**src/rtl/uart_pkg.sv**
```systemverilog
// Shared definitions for the host-link UART receiver: state encoding, frame width
// and the clocks-per-bit helper.
package uart_pkg;

    localparam int unsigned DATA_BITS = 8;

    typedef enum logic [2:0] {
        IDLE  = 3'd0,
        START = 3'd1,
        DATA  = 3'd2,
        STOP  = 3'd3,
        BREAK = 3'd4
    } rx_state_t;

    function automatic int unsigned baud_cnt_end(input int unsigned clk_freq,
                                                 input int unsigned baud);
        return clk_freq / baud;
    endfunction

endpackage

```
**src/rtl/uart_rx_sync.sv**
```systemverilog
// Two-flop synchroniser for the asynchronous serial line plus falling-edge detect.
// All flops reset to the idle-high line level.
module uart_rx_sync (
    input  logic clk,
    input  logic rst,
    input  logic rx_pin,
    output logic rx_s,
    output logic fall
);

    logic meta;
    logic rx_d;

    always_ff @(posedge clk) begin
        if (rst) begin
            meta <= 1'b1;
            rx_s <= 1'b1;
            rx_d <= 1'b1;
        end else begin
            meta <= rx_pin;
            rx_s <= meta;
            rx_d <= rx_s;
        end
    end

    assign fall = rx_d & ~rx_s;

endmodule

```
**src/rtl/uart_byte_rx.sv**
```systemverilog
// 8N1 UART byte receiver: start-bit glitch filter, centre sampling of 8 data bits
// LSB-first, stop-bit check with frame_err and break hold-off. All outputs registered.
module uart_byte_rx
    import uart_pkg::*;
#(
    parameter int unsigned CLK_FREQ = 50_000_000,
    parameter int unsigned BAUD     = 115200
) (
    input  logic       sclk,
    input  logic       s_rst,
    input  logic       rx_pin,
    output logic       uart_flag,
    output logic [7:0] uart_data,
    output logic       frame_err,
    output logic       rx_busy
);

    localparam int unsigned BAUD_CNT_END  = baud_cnt_end(CLK_FREQ, BAUD);
    localparam int unsigned BAUD_CNT_HALF = BAUD_CNT_END / 2;
    localparam int unsigned CNT_W         = $clog2(BAUD_CNT_END);
    localparam logic [CNT_W-1:0] CNT_LAST = CNT_W'(BAUD_CNT_END - 1);
    localparam logic [CNT_W-1:0] CNT_MID  = CNT_W'(BAUD_CNT_HALF - 1);

    generate
        if (BAUD_CNT_END < 16) begin : g_baud_check
            $error("uart_byte_rx: CLK_FREQ/BAUD must be at least 16");
        end
    endgenerate

    rx_state_t            state;
    rx_state_t            state_next;
    logic [CNT_W-1:0]     baud_cnt;
    logic [2:0]           bit_cnt;
    logic [DATA_BITS-1:0] shreg;
    logic                 rx_s;
    logic                 fall;
    logic                 mid_tick;
    logic                 bit_tick;

    uart_rx_sync u_sync (
        .clk    (sclk),
        .rst    (s_rst),
        .rx_pin (rx_pin),
        .rx_s   (rx_s),
        .fall   (fall)
    );

    assign mid_tick = (baud_cnt == CNT_MID);
    assign bit_tick = (baud_cnt == CNT_LAST);

    always_comb begin
        state_next = state;
        case (state)
            IDLE:    if (fall) state_next = START;
            START:   if (mid_tick) state_next = rx_s ? IDLE : DATA;
            DATA:    if (bit_tick && bit_cnt == 3'd7) state_next = STOP;
            STOP:    if (bit_tick) state_next = rx_s ? IDLE : BREAK;
            BREAK:   if (rx_s) state_next = IDLE;
            default: state_next = IDLE;
        endcase
    end

    always_ff @(posedge sclk) begin
        if (s_rst) state <= IDLE;
        else       state <= state_next;
    end

    always_ff @(posedge sclk) begin
        if (s_rst) begin
            baud_cnt  <= '0;
            bit_cnt   <= '0;
            shreg     <= '0;
            uart_data <= '0;
            uart_flag <= 1'b0;
            frame_err <= 1'b0;
            rx_busy   <= 1'b0;
        end else begin
            uart_flag <= (state == STOP) && bit_tick && rx_s;
            frame_err <= (state == STOP) && bit_tick && !rx_s;
            rx_busy   <= (state_next != IDLE);

            // DATA stays in one state across bits, so the bit boundary also restarts the count.
            if (state_next != state || bit_tick) baud_cnt <= '0;
            else                                 baud_cnt <= baud_cnt + 1'b1;

            if (state == START) begin
                bit_cnt <= '0;
            end else if (state == DATA && bit_tick) begin
                shreg <= {rx_s, shreg[DATA_BITS-1:1]};
                if (bit_cnt != 3'd7) bit_cnt <= bit_cnt + 3'd1;
            end

            if (state == STOP && bit_tick && rx_s) uart_data <= shreg;
        end
    end

endmodule

```
**config.mk**
```make
export PLATFORM = sky130hd
export DESIGN_NAME = uart_byte_rx
export DESIGN_NICKNAME = d
export VERILOG_FILES = /design/src/rtl/uart_pkg.sv /design/src/rtl/uart_rx_sync.sv /design/src/rtl/uart_byte_rx.sv
export SDC_FILE = /design/constraint.sdc
export NUM_CORES = 1
export LEC_CHECK = 0
export BUFFER_PORTS_ARGS = -buffer_cell sky130_fd_sc_hd__buf_2
export CORE_UTILIZATION = 45
export DETAILED_ROUTE_END_ITERATION = 7
export GPL_TIMING_DRIVEN = 0
export PLACE_DENSITY = 0.73
export SYNTH_ARGS = -nofsm -noshare
export SYNTH_HDL_FRONTEND = slang
export SYNTH_SLANG_ARGS = --single-unit
```
**constraint.sdc**
```tcl
create_clock -name sclk -period 4 [get_ports sclk]
set_input_delay 0.4 -clock sclk [delete_from_list [all_inputs] [get_ports sclk]]
set_output_delay 0.4 -clock sclk [all_outputs]
set_load 0.005 [all_outputs]
```
==> flow_summary.ini <==
[worst_setup_path]
crit_path_start_kind = flip-flop
crit_top_cell = ha_1
critPathMaxFanout = 4
end_kind = flip-flop
max_stage_delay_ns = 0.35
cpMaxStageDelayCell = dfxtp_1
crit_chain = ha_1 > ha_1 > and3b_1 > a31o_2 > a21oi_1 > a31oi_1
arrival_ns = 1.94
worstSetupPathType = flip-flop to flip-flop
crit_family = compound AO/OA/AOI/OAI gates
critPathBufInv = 0
required_ns = 4.22

[min_path]
min_path_type = input pin to flip-flop

[logic_synthesis]
synth-compound-area-share_pct = 9.43
synth_top_family_by_area = simple AND/OR/NAND/NOR gates
synthDistinctLibCells = 41
synthFlopType = dfxtp_1
syn_area_per_cell_sq_um = 9.99
synth_xor_area_share_pct = 4.33
synth_top_area_share_pct = 45.7
synth_edf_count = 0
yosysMostFrequentCell = dfxtp_1
synth.area.top_cells = dfxtp_1 46%, mux2i_1 9.9%, nor2_1 6.3%
synth_fa_ha_area_share_pct = 3.86
yosysTopAreaCell = dfxtp_1
muxShareOfSynthArea_pct = 9.89
netlist_top_cells_count = 37 x dfxtp_1, 27 x nor2_1, 16 x mux2i_1
async_flop_share_pct = 0
yosysSeqAreaShare_pct = 45.7
synth-simple-area-share_pct = 22.9
syn_area_sq_um = 1620
synth.ff_latch_count = 37
synth_nets = 170
yosysWarningCount = 0
syn-instance-count = 162

[clock_tree]
clockRootBuffer = clkbuf_4
cts_buffer_depth = 2
cts_tree = yes
cts_buffers = 5
cts.clk_slew.worst_paths_ns = 0.11
cts_resized = 0
cts_setup_buffers = 0
h-tree-depth = 2
cts_sinks = 37
clk_latency_ns = 0.34
postCtsHoldBufs = 0

[floorplan]
start_util_pct = 47.8
die-area_sq_um = 3840
rows = 21
die_h_um = 62.0
io_pins = 14
core_area_sq_um = 3390
die_x_um = 62.0

[placed_design]
hpwl_um = 2030
numPortBuffers = 12
dp_slack_ns = 2.33
gp_congestion = 0.800

[final_layout]
nets = 189
final_layout_size_suffix_gt1_share_pct = 20.9
final_util_pct = 53.2
diodes = 0
area_delta_synth_final_pct = 11.3

[global_routing]
overflow = 0
use_met1_pct = 21.4
grt_max_degree = 13
busiest_layer = met2
grt_first_pass_wirelength_um = 4720
grt_pass1_vias = 1111
antenna_found_initial = 0
use_met3_pct = 5.38
grt_usage_pct = 17.1
use_met2_pct = 25.8

[job]
cap_viol_max_count = 0

[timing]
worstMarginPinSlew_ns = 0.434
fin_crit_ns = 1.71
clock_skew_ns = 0.0105
hold_viol_final = 0
whs_ns = 0.247
rsz0062_at_grt = no
slew_violations = 0
finalCritPeriodShare_pct = 42.8
setup_viol = 0
max_slew_margin_pct = 71.1
finalSetupTns_ns = 0
layout_setup_ws_ns = 2.29
max_freq_ghz = 0.584

[power]
power_mw = 0.635
power_switching_mw = 0.155
peakVddDrop_mv = 0.216
power_leakage_nw = 0.826
power_per_cell_area_nw_per_um2 = 352
swShare_pct = 24.5
p_int_mw = 0.479
seqPwrFrac_pct = 59.8
clkPwrFrac_pct = 32.7
combPwrFrac_pct = 7.5

[route]
vias = 1204
drcViolationCount = 0
drtPass1Iterations = 4
drtAntennaViolNets = 0
wl_per_cell_um = 12.9
drt_iter0_drc = 47
wl_um = 2940
routed_via_density = 5.28

[run_status]
status = finished, final reports clean
[worst reg2reg max path, stage by stage (launching register included)]
cell and delay, ns:
dfxtp_1 0.35, ha_1 0.20, ha_1 0.22, and3b_1 0.22
a31o_2 0.25, a21oi_1 0.23, a31oi_1 0.14
[per-stage QoR]
stage	instance area, sq um	std cells
after floorplan	1620	162
after global placement	1740	220
after detailed placement	1740	220
after CTS	1800	228
after global routing	1800	228
final	1800	228
[layout make-up]
cell class | count | area, sq um
multi-input cells | 114 | 816
clock inverters | 2 | 13.8
inverters | 3 | 11.3
flip-flops and latches | 37 | 741
repair buffers | 12 | 60.1
plain buffers | 8 | 51.3
fillers | 294 | 1590
well taps | 46 | 57.6
clock buffers | 6 | 51.3
[power by group through the flow]
stage | Combinational, mW | Clock [mW] | Sequential (mW)
2_1_floorplan | 0.0353 | 0 | 0.387
3_3_place_gp | 0.0441 | 0 | 0.388
3_5_place_dp | 0.0470 | 0 | 0.388
4_1_cts | 0.0472 | 0.215 | 0.380
5_1_grt | 0.0515 | 0.228 | 0.381
6_report | 0.0476 | 0.207 | 0.380
[cells in the final DEF (no fill, tap or decap), types with 3 or more instances in the layout]
cell type  Yosys  final
dfxtp_1       37     37
nor2_1        27     27
mux2i_1       16     16
buf_2          2     14
nor3_1         8      8
nand2_1        6      6
xnor2_1        5      5
ha_1           5      5
clkbuf_4       0      5
inv_1          3      3
clkbuf_1       3      3
nand3_1        3      3
or2_2          3      3
and3_1         3      3
a21oi_1        3      3
xor2_1         3      3
[cell families after synthesis]
family                   count (synthesis)
flip-flops                              37
buffers and inverters                   11
AND/OR/NAND/NOR                         68
XOR/XNOR                                 8
multiplexers                            16
AO/OA/AOI/OAI                           17
adder cells (fa/ha/maj)                  5
[state kept, by name, summed over array words and instances, names as in the netlist]
signal,cells
uart_flag,1
u_sync.meta,1
uart_data,8
bit_cnt,3
shreg,8
rx_busy,1
state,3
frame_err,1
baud_cnt,9
u_sync.rx_s,1
u_sync.rx_d,1
[routing by layer]
metal	wire, um	up-vias	share of wire (%)
li1	-	596	-
met1	1350	565	46
met2	1380	34	47
met3	149	9	5.1
met4	71	0	2.4
met5	0	-	0
[path summary, 6_finish.rpt]
path | startpoint | end | slack [ns] | cells past startpoint
max | bit_cnt[0] | rx_busy | 2.29 | 6
max reg2reg | bit_cnt[0] | rx_busy | 2.29 | 6
min reg2reg | u_sync.meta | u_sync.rx_s | 0.43 | 1
min | rx_pin | u_sync.meta | 0.25 | 2
Note: power is estimated with default switching activity, not from simulation.
